File: config.mk
export PLATFORM = sky130hd
export DESIGN_NAME = bank_grant_encoder8
export DESIGN_NICKNAME = d
export VERILOG_FILES = /design/src/rtl/bank_grant_encoder8_pkg.sv /design/src/rtl/bank_grant_encoder8_rr_pick8.sv /design/src/rtl/bank_grant_encoder8.sv
export SDC_FILE = /design/constraint.sdc
export NUM_CORES = 1
export LEC_CHECK = 0
export ABC_AREA = 1
export CAP_MARGIN = 20
export CORE_ASPECT_RATIO = 1.1
export CORE_MARGIN = 1
export CORE_UTILIZATION = 55
export CTS_CLUSTER_SIZE = 24
export DETAILED_ROUTE_END_ITERATION = 10
export HOLD_SLACK_MARGIN = 0.02
export PLACE_DENSITY = 0.87
export SETUP_SLACK_MARGIN = 0.15
export SYNTH_ARGS = -nofsm -noshare
export SYNTH_HDL_FRONTEND = slang
export SYNTH_SLANG_ARGS = --single-unit
File: constraint.sdc
create_clock -name clk -period 4.3 [get_ports clk]
set_clock_uncertainty 0.2 [all_clocks]
set_input_delay 0.86 -clock clk [delete_from_list [all_inputs] [get_ports clk]]
set_output_delay 0.86 -clock clk [all_outputs]
set_load 0.02 [all_outputs]
File: src/rtl/bank_grant_encoder8_pkg.sv
// Shared constants, FSM encoding and one-hot decode helper for the bank grant encoder.
// The RAM16K read side uses the same helper.
package bank_grant_encoder8_pkg;
  localparam int N     = 8;
  localparam int IDX_W = 3;

  typedef enum logic {
    IDLE = 1'b0,
    BUSY = 1'b1
  } state_e;

  function automatic logic [IDX_W-1:0] onehot_to_idx(input logic [N-1:0] oh);
    logic [IDX_W-1:0] idx;
    idx = '0;
    for (int i = 0; i < N; i++)
      if (oh[i]) idx |= IDX_W'(i);
    return idx;
  endfunction
endpackage

File: src/rtl/bank_grant_encoder8_rr_pick8.sv
// Circular priority search: first requester after 'last' (wrapping) that is not excluded.
module rr_pick8
  import bank_grant_encoder8_pkg::*;
(
  input  logic [N-1:0]     req,
  input  logic [IDX_W-1:0] last,
  input  logic [N-1:0]     excl,
  output logic             found,
  output logic [IDX_W-1:0] winner,
  output logic [N-1:0]     winner_oh
);
  logic [N-1:0]     cand;
  logic [IDX_W-1:0] idx;

  assign cand = req & ~excl;

  always_comb begin
    found     = 1'b0;
    winner_oh = '0;
    idx       = '0;
    // k = N lands back on 'last' itself, so it is searched last
    for (int k = 1; k <= N; k++) begin
      idx = last + IDX_W'(k);
      if (!found && cand[idx]) begin
        found          = 1'b1;
        winner_oh[idx] = 1'b1;
      end
    end
    winner = onehot_to_idx(winner_oh);
  end
endmodule

File: src/rtl/bank_grant_encoder8.sv
// 8-way round-robin bank arbiter with registered one-hot grant, binary index
// and optional max-hold preemption.
module bank_grant_encoder8
  import bank_grant_encoder8_pkg::*;
#(
  parameter int MAX_HOLD = 0
) (
  input  logic             clk,
  input  logic             rst_n,
  input  logic [N-1:0]     req,
  output logic [N-1:0]     gnt,
  output logic [IDX_W-1:0] gnt_idx,
  output logic             gnt_valid,
  output logic             preempt
);
  localparam logic [7:0] HOLD_LIM = 8'((MAX_HOLD == 0) ? 0 : MAX_HOLD - 1);

  state_e           state, state_nxt;
  logic [IDX_W-1:0] last, last_nxt, gnt_idx_nxt, pick_last;
  logic [N-1:0]     gnt_nxt, pick_excl, win_oh;
  logic [7:0]       hold_cnt, hold_cnt_nxt;
  logic             gnt_valid_nxt, preempt_nxt, found, lim_hit;
  logic [IDX_W-1:0] win;

  // While busy the search restarts after the holder and never returns to it
  assign pick_last = (state == BUSY) ? gnt_idx : last;
  assign pick_excl = (state == BUSY) ? gnt : '0;
  assign lim_hit   = (MAX_HOLD != 0) && (hold_cnt >= HOLD_LIM);

  rr_pick8 u_pick (
    .req       (req),
    .last      (pick_last),
    .excl      (pick_excl),
    .found     (found),
    .winner    (win),
    .winner_oh (win_oh)
  );

  always_comb begin
    state_nxt     = state;
    last_nxt      = last;
    gnt_nxt       = gnt;
    gnt_idx_nxt   = gnt_idx;
    gnt_valid_nxt = gnt_valid;
    hold_cnt_nxt  = hold_cnt;
    preempt_nxt   = 1'b0;
    case (state)
      IDLE: begin
        if (found) begin
          gnt_nxt       = win_oh;
          gnt_idx_nxt   = win;
          gnt_valid_nxt = 1'b1;
          hold_cnt_nxt  = '0;
          state_nxt     = BUSY;
        end
      end
      BUSY: begin
        if (!req[gnt_idx]) begin
          last_nxt     = gnt_idx;
          hold_cnt_nxt = '0;
          if (found) begin
            gnt_nxt     = win_oh;
            gnt_idx_nxt = win;
          end else begin
            gnt_nxt       = '0;
            gnt_valid_nxt = 1'b0;
            state_nxt     = IDLE;
          end
        end else if (lim_hit && found) begin
          last_nxt     = gnt_idx;
          gnt_nxt      = win_oh;
          gnt_idx_nxt  = win;
          hold_cnt_nxt = '0;
          preempt_nxt  = 1'b1;
        end else if (hold_cnt != 8'hFF) begin
          hold_cnt_nxt = hold_cnt + 8'd1;
        end
      end
      default: state_nxt = IDLE;
    endcase
  end

  always_ff @(posedge clk) begin
    if (!rst_n) begin
      state     <= IDLE;
      last      <= IDX_W'(N - 1);
      gnt       <= '0;
      gnt_idx   <= '0;
      gnt_valid <= 1'b0;
      hold_cnt  <= '0;
      preempt   <= 1'b0;
    end else begin
      state     <= state_nxt;
      last      <= last_nxt;
      gnt       <= gnt_nxt;
      gnt_idx   <= gnt_idx_nxt;
      gnt_valid <= gnt_valid_nxt;
      hold_cnt  <= hold_cnt_nxt;
      preempt   <= preempt_nxt;
    end
  end
endmodule

**Word-level counts from Yosys, hierarchy flattened**

Index checks and enable logic that the tools add are counted.

- Register bits: 16
- Input port bits: 10
- Output and inout port bits: 13
- Word-level logic and storage cells: 141

- $add $sub $neg: 7
- Order comparisons: 17
- Eq/ne operators: 3
- Mux-type cells: 73
- Bitwise logic cells: 11
- Reduce and logical (&&, ||, !) cells: 25

Operator list:

| kind | number |
|---|---|
| $mux W8 | 12 |
| $or A8 B8 Y8 | 7 |
| $lt A3 B4 Y1 const B | 9 |
| $mux W1 | 31 |
| $bmux W1 S3 | 9 |
| $demux W1 S3 | 8 |
| $ge A3 B1 Y1 const B | 8 |
| $mux W3 | 7 |
| $pmux W8 S2 | 1 |
| $logic_and A1 B1 Y1 | 15 |
| $add A3 B3 Y3 const B | 4 |
| $and A8 B8 Y8 | 1 |
| $not A8 Y8 | 1 |
| $logic_not A1 Y1 | 7 |
| $add A3 B2 Y3 const B | 2 |
| $ne A2 B2 Y1 const B | 3 |
| $pmux W3 S2 | 1 |
| $mux W2 | 2 |
| $pmux W1 S2 | 2 |
| $reduce_and A2 Y1 | 2 |
| $add A3 B1 Y3 const B | 1 |
| $reduce_and A3 Y1 | 1 |
| $not A1 Y1 | 2 |

**Depth between registers and ports, before layout**

- Depth after elaboration: 37
- Mapped depth: 25
- Gate-level depth less buffers: 22

**Cells and area by module**

From an unflattened synthesis, not the netlist that was laid out.

- Cell total of the unflattened synthesis: 412
- Area, all modules: 2433.6 um^2

By module, submodules not included:

| module | instances | cells an instance | area an instance (um^2) | sequential area each (um^2) |
|---|---|---|---|---|
| rr_pick8 | 1 | 267 | 1501.4 | 0.0 |
| bank_grant_encoder8 | 1 | 145 | 932.1 | 320.3 |

**Worst setup path after synthesis**

Ideal clock, no wire load.

- Kind: reg2reg
- Start: register gnt_idx[0]
- End: register gnt[1]
- Setup time: 121 ps
- Data arrival time: 3194 ps
- Required time: 3979 ps
- Setup slack: 786 ps
- Stages on the path, launching flop included: 21
- Buffers on the path: 3
- Period minus slack after synthesis: 3514 ps
- Cell sequence: dfxtp_1 > inv_2 > nand2_2 > nand2_4 > buf_6 > buf_2 > ha_1 > inv_1 > clkbuf_1 > nand2_1 > nand2_1 > inv_1 > o21ai_2 > nand4_4 > nor2_2 > ha_1 > inv_1 > nand2_1 > inv_1 > o21ai_1 > a21oi_1

- Longest elaborated chain between the ends: 29
- Elaborated cells on any way between the ends: 110
- Classes of those cells: add/sub (7); order compare (16); eq/ne (2); mux (55); bitwise (7); reduce/logical (23)

RTL lines:

| item | line | text |
|---|---|---|
| from (decl) | bank_grant_encoder8.sv:12 | `output logic [IDX_W-1:0] gnt_idx,` |
| from (signal assigned) | bank_grant_encoder8.sv:96 | `gnt_idx <= gnt_idx_nxt;` |
| parallel branches: the longest is 29 deep, another holds $lt A3 B4 Y1 | -- |  |
| to (signal assigned) | bank_grant_encoder8.sv:95 | `gnt <= gnt_nxt;` |
| to (decl) | bank_grant_encoder8.sv:11 | `output logic [N-1:0] gnt,` |

Parallel ways; which one is timed is not known. The select of a mux whose other input is x is not followed.
A chain may end at the register's enable or synchronous reset.

**Worst setup path after layout**

- Start: register gnt_idx[0]
- End: register gnt[4]

Same word-level chain as after synthesis.

==> qor.csv <==
stage,metric,value,unit
logic_synthesis,ys flop type,dfxtp_1,
grt,first-pass GRT wire length,12.28,mm
pwr,Clock power frac,0.085,
place,placed cell areas,2520,µm²
detailed_routing,vias,2814,
floorplanning,Core Region,3994,µm²
grt,vias in the first global route,2612,
sta,fmax,0.2680,GHz
logic_synthesis,Post-synth EDFFs,0,
pwr,Cell Int Power,0.0006141,W
sta,RSZ-0062 raised after global routing,no,
floorplanning,die height,69.99,µm
finish,"Design Area, Final",2576,µm²
sta,period utilization,0.8677,
logic_synthesis,Yosys top cell area share,0.1917,
pwr,Max VDD drop,405.7,µV
clocking,"CTS clk-pin slew, worst paths",0.07,ns
finish,fin nets,451,
critical_path,r2r setup slk,0.57,ns
logic_synthesis,Synth Area per Inst,5.555,µm²
finish,growth of design area from synthesis to finish,11.48,%
finish,number of diodes,0,
detailed_routing,Initial DRC Count,358,
pwr,combinational power share,0.761,
logic_synthesis,Yosys cell types,35,
pwr,Power Dens Cells,597.8,nW/µm²
finish,final core utilization,0.6451,
critical_path,Worst Path Required,4.23,ns
clocking,post-CTS setup buffer count,0,
finish,Filler cells,388,
grt,Total GRT Usage,0.3469,
critical_path,Crit. End Element,register,
logic_synthesis,largest area contributor in the netlist,nand2_1,
finish,multi-input logic area,1687,µm²
worst_hold_path,Min-Delay Path Class,register to register,
critical_path,WP data arrival,3.66,ns
logic_synthesis,ys async rst share,0,
status,status,finished clean,
logic_synthesis,syn_nets,433,
logic_synthesis,list of most frequent post-synthesis cells,"118 x nand2_1, 72 x nand3_1, 47 x inv_1",
critical_path,crit-path max FO,23,
sta,Final min period,3.731,ns
floorplanning,die width,63.81,µm
clocking,Worst-Skew Late Latency,0.25,ns
clocking,CTS hold repair buffers,0,
worst_hold_path,Hold Path Sink,last[1]$_SDFFE_PN1P_,
detailed_routing,drt pass-1 iters,5,
detailed_routing,Antenna Nets Post-Route,0,
pwr,P_sw,0.0009260,W
logic_synthesis,cell with the most instances after synthesis,nand2_1,
clocking,Post-CTS Resized,0,
logic_synthesis,sequential area share after synthesis,0.1386,
sta,"Slew Viols, Final",0,
logic_synthesis,#FFs+latches synth,16,
detailed_routing,DRC viols,0,
floorplanning,num ports,23,
clocking,TritonCTS clock tree,done,
worst_hold_path,Hold Startpoint,last[1]$_SDFFE_PN1P_,
detailed_routing,via/cell ratio,5.802,
place,Buffers on Ports,21,
run,Max Cap Violations,0,
clocking,CTS buffer count,3,
sta,setup_tns,0,ns
floorplanning,Core Rows,24,
critical_path,Startpoint Class,register,
clocking,CTS H-Tree Depth,1,
detailed_routing,Routed WL,7.324,mm
critical_path,Reg2Reg Capture Point,gnt[4]$_SDFFE_PN0P_,
clocking,root buffer cell,clkbuf_8,
finish,storage element area,321.6,µm²
pwr,Net Sw Frac,0.6013,
pwr,sequential share of power,0.153,
finish,layout cells sized above 1,0.1293,
critical_path,reg-to-reg startpoint,gnt_idx[0]$_SDFFE_PN0P_,
clocking,clk sinks,16,
place,RD Place Congestion,0.9863,
sta,Hold Fails Final Rpt,0,
clocking,clk buf depth,2,
pwr,Leak,1.257,nW
grt,remaining global-route overflow,0,
logic_synthesis,Synth area leaders,"nand2_1 19%, nand3_1 16%, dfxtp_1 14%, inv_1 7.6%, nor2_1 7.5%",
logic_synthesis,Post-Syn Area,2311,µm²
floorplanning,die footprint,4465,µm²
floorplanning,initial core utilization,0.5786,
critical_path,Reg2Reg Depth,18,
logic_synthesis,Yosys Warn Count,0,
place,Post-DP HPWL,5.793,mm
grt,initial antenna violation count,0,
detailed_routing,WL per Instance,15.10,µm
critical_path,WS Path Type,register to register,
grt,pin count of the biggest net entering global routing,24,
sta,final setup fails,0,
logic_synthesis,Cells after Synth,416,
worst_hold_path,hold depth,2,
worst max-delay path by stage:
stage | to | slack (ns) | start
detailed placement | gnt[4]$_SDFFE_PN0P_ | 0.49 | state$_SDFF_PN0_
global route | gnt[1]$_SDFFE_PN0P_ | 0.20 | gnt_idx[0]$_SDFFE_PN0P_
CTS | gnt[4]$_SDFFE_PN0P_ | 0.47 | state$_SDFF_PN0_
global placement | gnt[4]$_SDFFE_PN0P_ | 0.65 | state$_SDFF_PN0_
finish | gnt[4]$_SDFFE_PN0P_ | 0.57 | gnt_idx[0]$_SDFFE_PN0P_
floorplan | gnt[1]$_SDFFE_PN0P_ | 0.79 | gnt_idx[0]$_SDFFE_PN0P_
power by group through the flow:
stage	combinational, W	clock [W]	sequential, W
floorplan	0.000852	0	0.000254
global placement	0.00113	0	0.000236
detailed placement	0.00114	0	0.000237
CTS	0.00115	0.000131	0.000235
global route	0.00129	0.000139	0.000240
finish	0.00117	0.000132	0.000236
registers in the layout, indices dropped and copies added, names as in the netlist:
register   flops
state          1
gnt_valid      1
gnt_idx        3
last           3
gnt            8
logic make-up (layout without fill, tap and decap cells):
group                      after synthesis  in the layout  synth area share
AOI/OAI and AO/OA                       37             37            0.1034
DFF                                     16             16            0.1386
and+or+nand+nor                        288            288            0.5869
buffers and inverters                   67             84            0.1316
other                                    1              1          0.001623
adders and majority gates                7              7           0.03790
final cells by class:
type / count / area share
inverter: 57 / 0.08645
clock buffer: 4 / 0.02137
timing repair buffer: 23 / 0.08742
sequential: 16 / 0.1248
multi-input combinational: 333 / 0.6547
tap: 52 / 0.02525
cells in the final DEF (no fill, tap or decap):
| cell type | instances |
|---|---|
| inv_1 | 47 |
| clkinv_1 | 2 |
| nand3_4 | 1 |
| clkinv_2 | 1 |
| inv_8 | 1 |
| nor2_8 | 1 |
| ha_1 | 7 |
| nand2_1 | 118 |
| clkbuf_8 | 4 |
| nand2_4 | 2 |
| o21ai_2 | 2 |
| o22ai_1 | 3 |
| nor2_4 | 1 |
| buf_4 | 2 |
| nand4_4 | 1 |
| nor2_2 | 3 |
| o21ai_1 | 2 |
| o21ai_0 | 7 |
| conb_1 | 1 |
| clkdlybuf4s50_1 | 21 |
| dfxtp_2 | 1 |
| nor3_1 | 9 |
| nor2_1 | 46 |
| nand3_1 | 72 |
| o221ai_1 | 2 |
| a32o_1 | 1 |
| a21oi_1 | 15 |
| dfxtp_1 | 15 |
| o21ai_4 | 2 |
| inv_2 | 6 |
| o211ai_1 | 3 |
| or2_2 | 1 |
| nand2_2 | 24 |
| nand3_2 | 3 |
| nand4_1 | 6 |
per-stage QoR:
stage,hold slack [ns],total power (W),worst slack [ns],std cells
floorplan,0.2463,0.001106,0.7856,416
global placement,0.2693,0.001361,0.6490,481
detailed placement,0.2685,0.001379,0.4883,481
CTS,0.2826,0.001515,0.4654,485
global route,0.3362,0.001671,0.2017,485
finish,0.2861,0.001540,0.5689,485
layer usage:
layer	vias to the layer above	part of all wire	global-route usage
li1	1372	-	-
met1	1274	0.41	0.4311
met2	132	0.48	0.6182
met3	36	0.063	0.01634
met4	0	0.044	0.1338
met5	-	0	0
critical path: stages (launching register included):
cell     delay [ns]
dfxtp_1        0.51
inv_2          0.13
nand2_2        0.10
nand2_4        0.17
ha_1           0.37
inv_1          0.18
nand3_1        0.19
nand3_1        0.11
nand2_2        0.23
nand3_4        0.15
nor2_8         0.19
nand4_4        0.11
nor2_2         0.18
ha_1           0.18
inv_1          0.04
nand2_1        0.21
inv_1          0.18
o21ai_1        0.11
a21oi_1        0.08
(Power assumes the default switching activity.)
